==> src/rtl/cc_game_sequencer.sv <==
// cc_game_sequencer: buffers 46 items, replays them to the CC as a load burst and an action burst,
// then waits for a score (or times out) and reports one result per game.
module cc_game_sequencer #(
    parameter int TIMEOUT = 500,
    parameter int GAP     = 2
) (
    input  logic       clk,
    input  logic       rst_n,
    input  logic       item_valid,
    output logic       item_ready,
    input  logic [9:0] item_data,
    output logic       cc_in_valid_1,
    output logic       cc_in_valid_2,
    output logic [2:0] cc_in_color,
    output logic [5:0] cc_in_starting_pos,
    output logic       cc_in_stripe,
    output logic [1:0] cc_in_action,
    input  logic       cc_out_valid,
    input  logic [6:0] cc_out_score,
    output logic       res_valid,
    output logic [6:0] res_score,
    output logic       res_timeout,
    output logic       busy,
    output logic       proto_err,
    output logic [7:0] games_done
);
    typedef enum logic [2:0] {S_FILL, S_LOAD, S_GAP, S_ACT, S_WAIT, S_RESULT} state_t;

    localparam logic [15:0] TO_M1  = 16'(TIMEOUT - 1);
    localparam logic [15:0] GAP_M1 = 16'(GAP - 1);

    state_t      state_q, state_d;
    logic [5:0]  idx_q, idx_d;
    logic [15:0] cnt_q, cnt_d;
    logic [9:0]  mem_q [0:45];
    logic        we;
    logic [5:0]  rd_idx;
    logic [9:0]  rd;
    logic        ready_q, ready_d, busy_q, busy_d, proto_q, proto_d;
    logic        v1_q, v1_d, v2_q, v2_d, stripe_q, stripe_d;
    logic [2:0]  color_q, color_d;
    logic [5:0]  pos_q, pos_d;
    logic [1:0]  action_q, action_d;
    logic        rv_q, rv_d, rto_q, rto_d;
    logic [6:0]  rscore_q, rscore_d;
    logic [7:0]  games_q, games_d;

    always_comb begin
        state_d  = state_q;
        idx_d    = idx_q;
        cnt_d    = cnt_q;
        we       = 1'b0;
        rscore_d = '0;
        rto_d    = 1'b0;
        case (state_q)
            S_FILL: if (item_valid && ready_q) begin
                we    = 1'b1;
                idx_d = (idx_q == 6'd45) ? 6'd0 : idx_q + 6'd1;
                if (idx_q == 6'd45) state_d = S_LOAD;
            end
            S_LOAD: begin
                idx_d = (idx_q == 6'd35) ? 6'd0 : idx_q + 6'd1;
                cnt_d = '0;
                if (idx_q == 6'd35) state_d = (GAP == 0) ? S_ACT : S_GAP;
            end
            S_GAP: begin
                cnt_d = cnt_q + 16'd1;
                if (cnt_q == GAP_M1) state_d = S_ACT;
            end
            S_ACT: begin
                idx_d = (idx_q == 6'd9) ? 6'd0 : idx_q + 6'd1;
                cnt_d = '0;
                if (idx_q == 6'd9) state_d = S_WAIT;
            end
            S_WAIT: begin
                cnt_d = cnt_q + 16'd1;
                // a score arriving on the timeout cycle still counts as a score
                if (cc_out_valid) begin
                    state_d  = S_RESULT;
                    rscore_d = cc_out_score;
                end else if (cnt_q == TO_M1) begin
                    state_d = S_RESULT;
                    rto_d   = 1'b1;
                end
            end
            S_RESULT: begin
                state_d = S_FILL;
                idx_d   = '0;
                cnt_d   = '0;
            end
            default: state_d = S_FILL;
        endcase
    end

    // outputs are registered from the next state so they line up with the state register
    always_comb begin
        rd_idx   = (state_d == S_ACT) ? idx_d + 6'd36 : idx_d;
        rd       = mem_q[rd_idx];
        v1_d     = state_d == S_LOAD;
        v2_d     = state_d == S_ACT;
        color_d  = v1_d ? rd[2:0] : 3'd0;
        pos_d    = (v1_d && idx_d < 6'd4) ? rd[8:3] : v2_d ? rd[5:0] : 6'd0;
        stripe_d = v1_d && idx_d < 6'd4 && rd[9];
        action_d = v2_d ? rd[7:6] : 2'd0;
        rv_d     = state_d == S_RESULT;
        games_d  = games_q + 8'(rv_d);
        busy_d   = state_d != S_FILL;
        ready_d  = state_d == S_FILL;
        proto_d  = proto_q | (cc_out_valid && state_q != S_WAIT);
    end

    always_ff @(posedge clk) begin
        if (we) mem_q[idx_q] <= item_data;
    end

    always_ff @(posedge clk or negedge rst_n) begin
        if (!rst_n) begin
            state_q  <= S_FILL;
            idx_q    <= '0;
            cnt_q    <= '0;
            ready_q  <= 1'b0;
            busy_q   <= 1'b0;
            proto_q  <= 1'b0;
            v1_q     <= 1'b0;
            v2_q     <= 1'b0;
            color_q  <= '0;
            pos_q    <= '0;
            stripe_q <= 1'b0;
            action_q <= '0;
            rv_q     <= 1'b0;
            rscore_q <= '0;
            rto_q    <= 1'b0;
            games_q  <= '0;
        end else begin
            state_q  <= state_d;
            idx_q    <= idx_d;
            cnt_q    <= cnt_d;
            ready_q  <= ready_d;
            busy_q   <= busy_d;
            proto_q  <= proto_d;
            v1_q     <= v1_d;
            v2_q     <= v2_d;
            color_q  <= color_d;
            pos_q    <= pos_d;
            stripe_q <= stripe_d;
            action_q <= action_d;
            rv_q     <= rv_d;
            rscore_q <= rscore_d;
            rto_q    <= rto_d;
            games_q  <= games_d;
        end
    end

    assign item_ready         = ready_q;
    assign busy               = busy_q;
    assign proto_err          = proto_q;
    assign cc_in_valid_1      = v1_q;
    assign cc_in_valid_2      = v2_q;
    assign cc_in_color        = color_q;
    assign cc_in_starting_pos = pos_q;
    assign cc_in_stripe       = stripe_q;
    assign cc_in_action       = action_q;
    assign res_valid          = rv_q;
    assign res_score          = rscore_q;
    assign res_timeout        = rto_q;
    assign games_done         = games_q;
endmodule

==> config.mk <==
export PLATFORM = sky130hd
export DESIGN_NAME = cc_game_sequencer
export DESIGN_NICKNAME = d
export VERILOG_FILES = /design/src/rtl/cc_game_sequencer.sv
export SDC_FILE = /design/constraint.sdc
export NUM_CORES = 1
export LEC_CHECK = 0
export BUFFER_PORTS_ARGS = -buffer_cell sky130_fd_sc_hd__buf_2
export CAP_MARGIN = 20
export CORE_MARGIN = 2
export CORE_UTILIZATION = 61
export CTS_CLUSTER_SIZE = 14
export DETAILED_ROUTE_END_ITERATION = 10
export PLACE_DENSITY = 0.78
export SETUP_SLACK_MARGIN = 0.3
export SYNTH_ARGS = -nofsm -noshare
export SYNTH_HDL_FRONTEND = slang
export SYNTH_SLANG_ARGS = --single-unit
export TNS_END_PERCENT = 50
==> constraint.sdc <==
create_clock -name clk -period 4.33 [get_ports clk]
set_clock_uncertainty 0.15 [all_clocks]
set_input_delay 0.866 -clock clk [delete_from_list [all_inputs] [get_ports clk]]
set_output_delay 0.866 -clock clk [all_outputs]
set_load 0.05 [all_outputs]
=== Word-level counts from Yosys, hierarchy flattened ===
Memory sizes are Yosys's and may differ from the RTL's.
Cells that the tools add are included.

* Bits in registers: 59
* Memory bits (writable): 460
* Input bits: 21
* Memories kept: 1

* $add $sub $neg: 4
* $lt $le $gt $ge: 1
* Equality and inequality tests: 14
* Mux-type cells: 28
* Bitwise operators: 1
* Reduce and logical (&&, ||, !) cells: 10

{| class="wikitable"
|+ Memories
! name !! words !! bits a word !! read ports !! clocked after memory_dff !! write ports !! line !! RTL
|-
| mem_q || 46 || 10 || 1 || 0 || 1 || 35 || <nowiki>logic [9:0] mem_q [0:45];</nowiki>
|}

{| class="wikitable"
|+ Operators by type and width
! kind !! number
|-
| $mux 6 || 7
|-
| $pmux 16 s2 || 1
|-
| $mux 3 || 8
|-
| $pmux 6 s4 || 1
|-
| $add 16x1->16 const B || 1
|-
| $eq 16x1->1 const B || 1
|-
| $eq 16x9->1 const B || 1
|-
| $pmux 3 s5 || 1
|-
| $mux 7 || 2
|-
| $eq 6x6->1 const B || 2
|-
| $eq 3x2->1 const B || 3
|-
| $eq 3x3->1 const B || 3
|-
| $add 8x1->8 || 1
|-
| $mux 1 || 7
|-
| $add 6x1->6 const B || 1
|-
| $add 6x6->6 const B || 1
|-
| $eq 3x1->1 const B || 2
|-
| $eq 6x4->1 const B || 1
|-
| $logic_not 3->1 || 2
|-
| $lt 6x3->1 const B || 1
|-
| $logic_and 1x1->1 || 4
|-
| $ne 3x3->1 const B || 1
|-
| $reduce_bool 3->1 || 1
|-
| $reduce_or 3->1 || 1
|-
| 4 further kinds || 4
|}

=== Longest topological paths before layout ===
An unclocked memory read counts as a cell.

* Word-level depth: 9
* Mapped depth: 16
* Depth with buffers taken out: 15

=== Worst setup path after synthesis ===
OpenSTA, ideal clock, no wires.

* Path kind: input port to flip-flop
* Start: input port item_valid
* End: register pos_q[3] (netlist: cc_in_starting_pos[3])
* Setup time: 126 ps
* Arrival: 3552 ps
* Data required time: 4054 ps
* Setup slack: 502 ps
* Stages on the path: 13
* Buffers on the path: 1
* Path through: and2_1 a21oi_1 o21ai_0 or2_2 nand2_1 ha_1 nand2b_1 o32ai_2 buf_2 mux4_2 a21oi_1 a21oi_1 a221o_1

* Longest elaborated chain between the ends: 8
* Elaborated cells between the ends (all ways): 14
* Those cells by class: 1 x add/sub; 1 x order compare; 2 x eq/ne; 7 x mux; 2 x reduce/logical; 1 x memory

{| class="wikitable"
|+ Ends and longest elaborated chain
! item !! line !! RTL
|-
| start: declaration || 9 || <nowiki>input logic item_valid,</nowiki>
|-
| $logic_and 1x1->1 * || 56 || <nowiki>S_FILL: if (item_valid && ready_q) begin</nowiki>
|-
| $mux 6 * || 56 ||
|-
| $pmux 6 s4 * || 55 || <nowiki>case (state_q)</nowiki>
|-
| net idx_d[3] || 33 || <nowiki>logic [5:0] idx_q, idx_d;</nowiki>
|-
| $add 6x6->6 || 97 || <nowiki>rd_idx = (state_d == S_ACT) ? idx_d + 6'd36 : idx_d;</nowiki>
|-
| $mux 6 || 97 ||
|-
| $mem_v2 46x10 || -- ||
|-
| $mux 6 || 102 || <nowiki>pos_d = (v1_d && idx_d < 6'd4) ? rd[8:3] : v2_d ? rd[5:0] : 6'd0;</nowiki>
|-
| $mux 6 * || 102 ||
|-
| net pos_d[3] || 42 || <nowiki>logic [5:0] pos_q, pos_d;</nowiki>
|-
| end signal: assignment || 144 || <nowiki>pos_q <= pos_d;</nowiki>
|-
| end: declaration || 42 ||
|}

The timed path passes the listed nets; every way through them passes the cells marked *.
A chain may end at the register's enable or synchronous reset.

=== Final worst setup path ===
* Start: register idx_q[4]
* End: register pos_q[4] (netlist: cc_in_starting_pos[4])

* Longest elaborated chain between the ends: 9
* Elaborated cells between the ends (all ways): 23
* Those cells by class: 2 x add/sub; 1 x order compare; 5 x eq/ne; 13 x mux; 1 x reduce/logical; 1 x memory

{| class="wikitable"
|+ Ends and longest elaborated chain
! item !! line !! RTL
|-
| start: declaration || 33 ||
|-
| start signal: assignment || 136 || <nowiki>idx_q <= idx_d;</nowiki>
|-
| $eq 6x6->1 || 58 || <nowiki>idx_d = (idx_q == 6'd45) ? 6'd0 : idx_q + 6'd1;</nowiki>
|-
| $mux 6 || 58 ||
|-
| $mux 6 || 56 ||
|-
| $pmux 6 s4 * || 55 ||
|-
| net idx_d[2] || 33 ||
|-
| $add 6x6->6 || 97 ||
|-
| $mux 6 || 97 ||
|-
| $mem_v2 46x10 || -- ||
|-
| $mux 6 || 102 ||
|-
| $mux 6 * || 102 ||
|-
| net pos_d[4] || 42 ||
|}

Marked as above.

==> impl_metrics.toml <==
[logic_synthesis]
syn_nets = 1527
yosysUniqueCellTypes = 76
ys_seq_area_frac = 0.705
syn_avg_cell_area_um2 = 12.8
synthArstFlopShare = 0.129
synth_warnings = 0
synth-seq-cells = 459
synth-edff-count = 400
syn_inst = 1498
synthFlopType = "edfxtp_1"
syn-cell-area_um2 = 19100

[sta]
max_freq_ghz = 0.253
final.setup.tns_ps = 0
final_hold_viol_count = 0
post-route-period-util = 0.912
maxSlewHeadroom = 0.363
timing_worst_slew_pin_value_ps = 956
finalCriticalPeriod_ps = 3950
holdWs_ps = 73.0
slew_violations = 0
rsz0062_at_grt = "false"
setup_viol = 0
layout_setup_ws_ps = 381

[setup_path]
crit_path_top_delay_cell = "or3b_1"
arrival_ps = 4280
r2r_start = "idx_q[4]$_DFF_PN0_"
startpoint = "idx_q[4]$_DFF_PN0_"
crit_end = "cc_in_starting_pos[4]$_DFF_PN0_"
crit-reg2reg-capture = "cc_in_starting_pos[4]$_DFF_PN0_"
cp_slowest_stage_delay_ps = 410
path_cells = "buf_4 > or3b_1 > a2bb2oi_4 > buf_4 > and2_4 > a21o_2 > ha_1 > nand2b_1 > o32ai_4 > buf_12 > a311o_1 > a211oi_1 > a21oi_1 > nand4_1 > a31o_1"
cp_num_cells = 15
startpoint_type = "register"
cp.required_ps = 4670
rrSetupSlack_ps = 380
worst_path_dominant_cell_family = "compound AO/OA/AOI/OAI gates"
cp-end-kind = "register"
rr_worst_depth = 15
crit_top_cell = "buf_4"
worstSetupPathType = "register to register"
path_buf_inv = 3
crit_fanout = 12

[worst_hold_path]
hold_class = "input port to async pin"

[floorplanning]
rows = 64
die_w_um = 181
core_area_um2 = 30700
initial_core_util = 0.622
die_y_um = 181
ios = 55
die_area_um2 = 32800

[global_route]
top_usage_layer = "met2"
met1_usage = 0.419
grt_pass1_vias = 12800
grt_usage = 0.302
antenna_found_initial = 1
gr-total-overflow = 0
met3_usage = 0.0665
grt_pass1_wl_um = 74900
met2_usage = 0.475
grt_max_degree = 78

[flow_run]
timing.max_cap.violations = 0

[final_layout]
fin_util = 0.714
fin_nets = 1620
drive_gt1_frac = 0.159
syn_to_final_growth_pct = 14.8

[clock_tree]
cts.sinks = 459
root_buffer = "clkbuf_16"
cts_made_buffers = 46
cts_hold_buf = 0
path_clk_slew_ps = 60
cts_buffer_depth = 3
htreeDepth = 2
cts_tree = "done"
worst_skew_pair.late_latency_ps = 560

[place]
dpl.hpwl_um = 30300
port_buffers = 54
place_congestion = 0.920
dp_slack_ps = 203

[route]
route.vias.total = 13000
firstDrtPassIters = 8
drtAntennaViolNets = 0
wl_per_cell_um = 24.4
drtIter0Drc = 1984
avgViaCountPerCell = 6.41
route.detailed.drc = 0
drt_wl_total_um = 49600

[pwr]
power_mw = 9.50
irDropWorstVdd_mv = 0.343
p_per_area_nw_per_um2 = 432
leakage_nw = 8.10

[run_status]
status = "finished, final reports clean"
==> cell families after synthesis <==
| logic type | Yosys count | synth area share |
|---|---|---|
| AOI/OAI and AO/OA | 168 | 0.0653 |
| muxes | 34 | 0.0230 |
| DFF | 459 | 0.705 |
| and+or+nand+nor | 702 | 0.164 |
| xor gates and xnor gates | 22 | 0.0122 |
| buffers and inverters | 105 | 0.0256 |
| adders and majority gates | 8 | 0.00523 |
==> synth_stat cells, drive strengths merged, types with 6 or more instances <==
master	n	share of area
nor2	87	0.017
ha	8	0.0052
a311o	6	0.0031
and3	41	0.013
mux2i	26	0.014
dfrtp	59	0.077
edfxtp	400	0.63
nand2	357	0.070
buf	67	0.018
o21ai	23	0.0066
xnor2	10	0.0067
a21oi	37	0.0099
and2	13	0.0044
nor3	14	0.0037
nand3	143	0.037
a22o	8	0.0037
clkbuf	22	0.0043
inv	16	0.0031
xor2	12	0.0055
nand4	14	0.0046
a31oi	16	0.0052
mux4	8	0.0094
a311oi	27	0.013
a211oi	6	0.0030
==> worst register-to-register path, cell delays in order (launching register included) <==
cell and delay (ps):
dfrtp_1 390, buf_4 140, or3b_1 410, a2bb2oi_4 210, buf_4 170, and2_4 180
a21o_2 260, ha_1 320, nand2b_1 160, o32ai_4 130, buf_12 190, a311o_1 290
a211oi_1 400, a21oi_1 100, nand4_1 200, a31o_1 170
==> state kept, by name (all words and copies together) (netlist names) <==
signal,flops
cc_in_valid_1,1
busy,1
cc_in_starting_pos,6
mem_q,400
res_valid,1
cc_in_stripe,1
games_done,8
cc_in_action,2
cc_in_valid_2,1
res_timeout,1
idx_q,6
res_score,7
cc_in_color,3
state_q,3
cnt_q,16
item_ready,1
proto_err,1
==> worst min-delay path by stage <==
stage / end / cells past startpoint
6_report: cc_in_valid_2$_DFF_PN0_ / 1
5_1_grt: cc_in_starting_pos[1]$_DFF_PN0_ / 1
4_1_cts: proto_err$_DFF_PN0_ / 1
3_5_place_dp: proto_err$_DFF_PN0_ / 1
3_3_place_gp: proto_err$_DFF_PN0_ / 1
2_1_floorplan: cnt_q[15]$_DFFE_PN0P_ / 2
==> through the flow <==
stage	cell area, µm²	std cells
2_1_floorplan	19100	1498
3_3_place_gp	20200	1932
3_5_place_dp	20200	1932
4_1_cts	21800	2019
5_1_grt	22000	2025
6_report	22000	2027
==> final cells by class <==
| class | count | area (µm²) |
|---|---|---|
| inverters | 16 | 81.3 |
| flip-flops and latches | 459 | 13500 |
| clock buffers | 59 | 1280 |
| clock inverters | 27 | 260 |
| repair buffers | 134 | 1070 |
| fillers | 2023 | 8780 |
| multi-input cells | 934 | 5290 |
| diodes | 2 | 5.00 |
| well taps | 396 | 495 |
==> what timing repair did <==
item,CTS,global route
buffers inserted,1,4
pin swaps,1,2
gates cloned,0,1
endpoints found under the setup margin,7,11
resized for setup,3,24
==> layer usage <==
layer,part of all wire,vias up
li1,-,5696
met1,0.37,6276
met2,0.46,871
met3,0.12,145
met4,0.042,0
met5,0,-
==> power breakdown <==
part	leakage, nW	internal, mW	switching, mW
Clock	0.759	2.34	1.68
Combinational	2.96	0.187	0.450
Sequential	4.39	4.83	0.0102
Total	8.10	7.36	2.14
==> cells in the final DEF, fill, tap and decap left out, types with 4 or more instances in the layout <==
| cell | instances |
|---|---|
| edfxtp_1 | 400 |
| nand2_1 | 356 |
| nand3_1 | 142 |
| nor2_1 | 87 |
| buf_4 | 63 |
| dfrtp_1 | 56 |
| buf_2 | 54 |
| clkbuf_16 | 50 |
| and3_1 | 41 |
| a21oi_1 | 34 |
| mux2i_1 | 25 |
| a311oi_1 | 24 |
| o21ai_0 | 18 |
| a31oi_1 | 16 |
| nor3_1 | 14 |
| nand4_1 | 14 |
| buf_12 | 14 |
| and2_1 | 12 |
| xor2_1 | 12 |
| inv_1 | 11 |
| clkinv_2 | 10 |
| a22o_1 | 8 |
| mux4_2 | 8 |
| clkbuf_1 | 8 |
| ha_1 | 7 |
| a311o_1 | 6 |
| xnor2_1 | 6 |
| clkinv_1 | 6 |
| nand3b_1 | 4 |
| nand2b_1 | 4 |
| or2_2 | 4 |
| a22oi_1 | 4 |
| a221oi_1 | 4 |
| a211oi_1 | 4 |
| o21ai_1 | 4 |
| o211ai_1 | 4 |
| bufinv_16 | 4 |
(Power assumes the default switching activity.)
